`src/rtl/multicycle_controller.sv`:
```
// Multi-cycle FETCH/DECODE/EXEC/MEM control unit with memory handshakes,
// registered ALU flags and a bounded return-stack occupancy counter.
module multicycle_controller #(
  parameter int IW          = 19,
  parameter int STACK_DEPTH = 8,
  parameter int SW          = $clog2(STACK_DEPTH + 1)
) (
  input  logic          clk,
  input  logic          rst,
  input  logic [IW-1:0] instr,
  input  logic          imem_ready,
  input  logic          dmem_ready,
  input  logic          alu_zero,
  input  logic          alu_carry,
  output logic          imem_req,
  output logic          ir_write,
  output logic          pc_write,
  output logic [1:0]    pc_src,
  output logic          reg_write,
  output logic          const_en,
  output logic          reg_two_addr,
  output logic          mem_to_reg,
  output logic          dmem_req,
  output logic          mem_read,
  output logic          mem_write,
  output logic          push,
  output logic          pop,
  output logic [3:0]    alu_operation,
  output logic          flag_z,
  output logic          flag_c,
  output logic [SW-1:0] stack_count,
  output logic          halted,
  output logic          stack_err
);

  typedef enum logic [2:0] {
    S_FETCH,
    S_DECODE,
    S_EXEC,
    S_MEM,
    S_HALT
  } state_t;

  typedef enum logic [3:0] {
    C_HALT,
    C_ARITH,
    C_IMM,
    C_SHIFT,
    C_LOAD,
    C_STORE,
    C_BRANCH,
    C_JUMP,
    C_CALL,
    C_RET,
    C_NOP
  } cls_t;

  localparam logic [1:0] PC_INC    = 2'd0;
  localparam logic [1:0] PC_BRANCH = 2'd1;
  localparam logic [1:0] PC_JUMP   = 2'd2;
  localparam logic [1:0] PC_STACK  = 2'd3;

  state_t     state;
  state_t     state_next;
  cls_t       cls;
  logic [5:0] op;
  logic [2:0] fn;
  logic [3:0] alu_op_cls;
  logic       branch_taken;
  logic       stack_full;
  logic       stack_empty;
  logic       trap;

  assign op          = instr[IW-1 -: 6];
  assign fn          = instr[IW-3 -: 3];
  assign stack_full  = (stack_count == SW'(STACK_DEPTH));
  assign stack_empty = (stack_count == '0);

  // Instruction class, first matching rule wins.
  always_comb begin
    cls = C_NOP;
    if (&instr) begin
      cls = C_HALT;
    end else if (op[5:4] == 2'b00) begin
      cls = C_ARITH;
    end else if (op[5:4] == 2'b01) begin
      cls = C_IMM;
    end else if (op[5:3] == 3'b110) begin
      cls = C_SHIFT;
    end else if (op[5:3] == 3'b100) begin
      if (op[2:1] == 2'b00) begin
        cls = C_LOAD;
      end else if (op[2:1] == 2'b01) begin
        cls = C_STORE;
      end else begin
        cls = C_NOP;
      end
    end else if (op[5:3] == 3'b101) begin
      cls = C_BRANCH;
    end else if (op[5:1] == 5'b11100) begin
      cls = C_JUMP;
    end else if (op[5:1] == 5'b11101) begin
      cls = C_CALL;
    end else if (op == 6'b111100) begin
      cls = C_RET;
    end
  end

  always_comb begin
    branch_taken = 1'b0;
    case (op[2:1])
      2'b00:   branch_taken = flag_z;
      2'b01:   branch_taken = ~flag_z;
      2'b10:   branch_taken = flag_c;
      default: branch_taken = ~flag_c;
    endcase
  end

  always_comb begin
    alu_op_cls = 4'b0000;
    case (cls)
      C_ARITH, C_IMM: alu_op_cls = {1'b0, fn};
      C_SHIFT:        alu_op_cls = {2'b10, fn[1:0]};
      default:        alu_op_cls = 4'b0000;
    endcase
  end

  always_ff @(posedge clk or posedge rst) begin
    if (rst) begin
      state <= S_FETCH;
    end else begin
      state <= state_next;
    end
  end

  // Every strobe is forced low while rst is high, even though the state
  // register already sits in FETCH during reset.
  always_comb begin
    state_next    = state;
    imem_req      = 1'b0;
    ir_write      = 1'b0;
    pc_write      = 1'b0;
    pc_src        = PC_INC;
    reg_write     = 1'b0;
    const_en      = 1'b0;
    reg_two_addr  = 1'b0;
    mem_to_reg    = 1'b0;
    dmem_req      = 1'b0;
    mem_read      = 1'b0;
    mem_write     = 1'b0;
    push          = 1'b0;
    pop           = 1'b0;
    alu_operation = 4'b0000;
    halted        = 1'b0;
    trap          = 1'b0;
    if (!rst) begin
      case (state)
        S_FETCH: begin
          imem_req = 1'b1;
          if (imem_ready) begin
            ir_write   = 1'b1;
            pc_write   = 1'b1;
            pc_src     = PC_INC;
            state_next = S_DECODE;
          end
        end
        S_DECODE: begin
          state_next = S_FETCH;
          case (cls)
            C_ARITH, C_IMM, C_SHIFT: state_next = S_EXEC;
            C_LOAD, C_STORE:         state_next = S_MEM;
            C_BRANCH: begin
              if (branch_taken) begin
                pc_write = 1'b1;
                pc_src   = PC_BRANCH;
              end
            end
            C_JUMP: begin
              pc_write = 1'b1;
              pc_src   = PC_JUMP;
            end
            C_CALL: begin
              if (stack_full) begin
                trap       = 1'b1;
                state_next = S_HALT;
              end else begin
                push     = 1'b1;
                pc_write = 1'b1;
                pc_src   = PC_JUMP;
              end
            end
            C_RET: begin
              if (stack_empty) begin
                trap       = 1'b1;
                state_next = S_HALT;
              end else begin
                pop      = 1'b1;
                pc_write = 1'b1;
                pc_src   = PC_STACK;
              end
            end
            C_HALT:  state_next = S_HALT;
            default: state_next = S_FETCH;
          endcase
        end
        S_EXEC: begin
          reg_write     = 1'b1;
          const_en      = (cls == C_IMM);
          alu_operation = alu_op_cls;
          state_next    = S_FETCH;
        end
        S_MEM: begin
          dmem_req     = 1'b1;
          reg_two_addr = 1'b1;
          const_en     = 1'b1;
          mem_to_reg   = 1'b1;
          mem_read     = (cls == C_LOAD);
          mem_write    = (cls == C_STORE);
          if (dmem_ready) begin
            reg_write  = (cls == C_LOAD);
            state_next = S_FETCH;
          end
        end
        S_HALT: begin
          halted = 1'b1;
        end
        default: begin
          state_next = S_FETCH;
        end
      endcase
    end
  end

  // Flags only move on the edge that ends EXEC; the stack counter follows
  // the push/pop pulses, and a trap is remembered until reset.
  always_ff @(posedge clk or posedge rst) begin
    if (rst) begin
      flag_z      <= 1'b0;
      flag_c      <= 1'b0;
      stack_count <= '0;
      stack_err   <= 1'b0;
    end else begin
      if (state == S_EXEC) begin
        flag_z <= alu_zero;
        flag_c <= alu_carry;
      end
      if (push) begin
        stack_count <= stack_count + SW'(1);
      end else if (pop) begin
        stack_count <= stack_count - SW'(1);
      end
      if (trap) begin
        stack_err <= 1'b1;
      end
    end
  end

endmodule

```
`config.mk`:
```
export PLATFORM = sky130hd
export DESIGN_NAME = multicycle_controller
export DESIGN_NICKNAME = d
export VERILOG_FILES = /design/src/rtl/multicycle_controller.sv
export SDC_FILE = /design/constraint.sdc
export NUM_CORES = 1
export LEC_CHECK = 0
export ABC_AREA = 0
export BUFFER_PORTS_ARGS = -buffer_cell sky130_fd_sc_hd__buf_4
export CORE_MARGIN = 2
export CORE_UTILIZATION = 48
export CTS_CLUSTER_DIAMETER = 40
export CTS_CLUSTER_SIZE = 28
export DETAILED_ROUTE_END_ITERATION = 12
export HOLD_SLACK_MARGIN = 0.08
export PLACE_DENSITY = 0.82
export SLEW_MARGIN = 20
export SYNTH_ARGS = -nofsm -noshare
export SYNTH_HDL_FRONTEND = slang
export SYNTH_SLANG_ARGS = --single-unit
```
`constraint.sdc`:
```
create_clock -name clk -period 4.7 [get_ports clk]
set_clock_uncertainty 0.05 [all_clocks]
set_input_delay 0 -clock clk [delete_from_list [all_inputs] [get_ports clk]]
set_output_delay 0 -clock clk [all_outputs]
set_load 0.02 [all_outputs]
```
==> metrics <==
Post-synth ARST share=100%; wire length per cell=14.5 um; CP max stage delay=0.72 ns; via/cell ratio=5.78; top cell type's share of synthesized area=22.6%; reg-to-reg startpoint=state[1]; DR WL met3=197 um; WL met1=1330 um; Cell Rows=17; count of yosys warnings during synthesis=0; delay-heaviest family, CP=simple AND/OR/NAND/NOR gates; crit path time final=2.87 ns; Initial Utilization=50.6%; Root Driver=clkbuf_4; FF-to-FF path depth=8; Max Buffers Root-to-Sink=2; final hold vios=0; Pins Over Slew Limit=0; via count=1,254; clock share of power=9.7%; flop and latch count out of synthesis=10; Peak VDD IR=0.370 mV; initial antenna violation count=0; first-pass GRT wire length=5140 um; Layout Nets=219; DR iter-0 viols=26; R2R setup slack=1.83 ns; Die Y=52.1 um; CP endpoint kind=register; synth cell count leaders=nand2_1 (11), dfrtp_1 (10), nor3_1 (10), o21ai_0 (10), a21oi_1 (9); WP depth=8; metal2 WL=1590 um; syn_area_per_cell=7.92 um2; Routed Antenna Nets=0; core box area=2190 um2; Max Cap Viol=0; Post CTS Setup Buffer Count=0; setup violators final=0; worst setup path category=reg -> reg; 1st-pass router iterations=4; syn nets=168; synth-to-layout area growth=39.7%; internal power=0.323 mW; CTS-repair resized insts=0; IO Pins=51; sw frac=47.0%; RSZ-0062 raised after global routing=false; Hold Buf Count CTS=6; Cells after Synth=140; Die ar.=2710 um2; layout cells sized above 1=37.6%; DPL Wire Length=2470 um; cell repeated most along the worst path=nand3_1; total gr overflow=0; Die W=52.1 um; Fin Setup TNS=0 ns; Critical Path RT=4.81 ns; relative slew slack=49.2%; Fmax=349 MHz; Comb pwr share=60.9%; Overall Global Routing Usage=25.2%; most common cell in the synthesized netlist=nand2_1; Power Dens Cells=393 nW/um2; Synth area leaders=dfrtp_1 (23%), nor3_1 (4.5%), o21ai_0 (4.5%), a21oi_1 (4.1%), nand2_1 (3.7%); measured slew at the worst slew-check pin=0.751 ns; clock sink total=10; worst-path cell chain=nor4b_1 > nand3_1 > ha_1 > a21o_1 > a21oi_1 > nand3_1 > a31oi_1 > nor2_1; largest net degree at the start of global routing=13; Clk Latency, worst-skew pair=0.27 ns; Final GP Congestion=0.896; Flop pwr share=29.3%; crit path capture=stack_count[3]; slowest CP cell=nor4b_1; Netlist cell types=49; WL final=3150 um; final worst path period share=61.0%; Setup crit start=state[1]; DRC Markers=0; RR Endpoint=stack_count[3]; peak fanout along the critical path=11; dominant synthesized flop cell=dfrtp_1; Worst Path Buf+Inv=0; PortBufs=50; number of synthesized flops with an enable pin=0; Worst setup SP type=register; hold crit path type=in -> reg; Psw=0.286 mW; n_diodes=0; CTS buffer count=3; Syn Std Cell Area=1110 um2; H-tree depth=1; highest metal used=met4; CTS tree=built; Hold Worst Slack=0.172 ns; Clock transition at path regs=0.06 ns; LEAKAGE=0.755 nW; sequential share of the synthesized area=22.6%; post-synth top area cell=dfrtp_1; CP arrival=2.97 ns; vias in the first global route=1,157; status=finished, final reports clean
## stage by stage
stage	worst slack (ns)	total power, mW	instance area [um2]	utilization [%]	cells
2_1_floorplan	2.20	0.415	1110	-	140
3_3_place_gp	2.03	0.523	1470	66.9	208
6_report	1.83	0.609	1550	70.7	217
5_1_grt	1.54	0.656	1550	70.7	217
4_1_cts	1.82	0.608	1550	70.7	217
3_5_place_dp	1.85	0.537	1470	66.9	208
## logic make-up after synthesis
family                   Yosys count  synth area share (%)
AND/OR/NAND/NOR                   65                  36.1
AO/OA/AOI/OAI                     38                  22.5
buffers and inverters             16                  6.77
flip-flops                        10                  22.6
multiplexers                       5                  5.64
XOR/XNOR                           3                  2.37
adder cells (fa/ha/maj)            3                  4.06
## area by class of cell
type                    instances  area [um2]
clock buffers                   3        22.5
fillers                       160         642
inverters                       6        22.5
multi-input cells             114         783
flip-flops and latches         10         250
well taps                      28        35.0
repair buffers                 56         435
## tightest hold or removal path, cell delays in order
cell and delay (ns):
buf_4 0.16, nand3_1 0.08, o21ai_0 0.06, nand2_1 0.06, o21ai_0 0.08
## worst min path at each step
stage	slack, ns	endpoint	startpoint	cells past startpoint
5_1_grt	0.20	state[0]	instr[18]	5
3_5_place_dp	-0.008	state[2]	rst	2
4_1_cts	0.16	stack_count[3]	instr[13]	5
2_1_floorplan	-0.03	flag_c	rst	2
3_3_place_gp	-0.007	state[0]	rst	2
6_report	0.17	state[0]	instr[18]	5
## layout by cell type (no fill, tap or decap), types with 2 or more instances in the layout
cell            n
ha_1            2
nand2_1        11
or3_1           2
a31oi_1         2
nand4_1         4
o21ai_0        10
a211oi_1        2
nand3_1         7
nor2b_1         2
mux2_4          2
inv_1           6
a31o_2          2
dfrtp_1        10
mux2_2          2
nor4_1          3
nor3_1         10
nor2_1          6
dlygate4sd3_1   6
o211ai_1        2
and3_1          2
nand2b_1        2
a21oi_1         9
xnor2_1         2
clkbuf_4        3
nor3b_1         2
a21o_1          5
buf_4          50
and2_1          2
## power by group through the flow
stage	clock network (mW)	registers [mW]	logic, mW
finish	0.0593	0.179	0.371
global route	0.0644	0.187	0.404
CTS	0.0610	0.177	0.370
detailed placement	0	0.178	0.359
global placement	0	0.173	0.350
floorplan	0	0.183	0.232
## registers in the layout, indices dropped and copies added (netlist names)
register     count
flag_c           1
stack_count      4
state            3
stack_err        1
flag_z           1
## layer usage
metal  track usage [%]  vias to the layer above
li1                  -                      616
met4              6.14                        0
met2              42.0                       50
met1              33.0                      581
met3              5.46                        7
met5                 0                        -
Power figures use the tool's default switching activity.
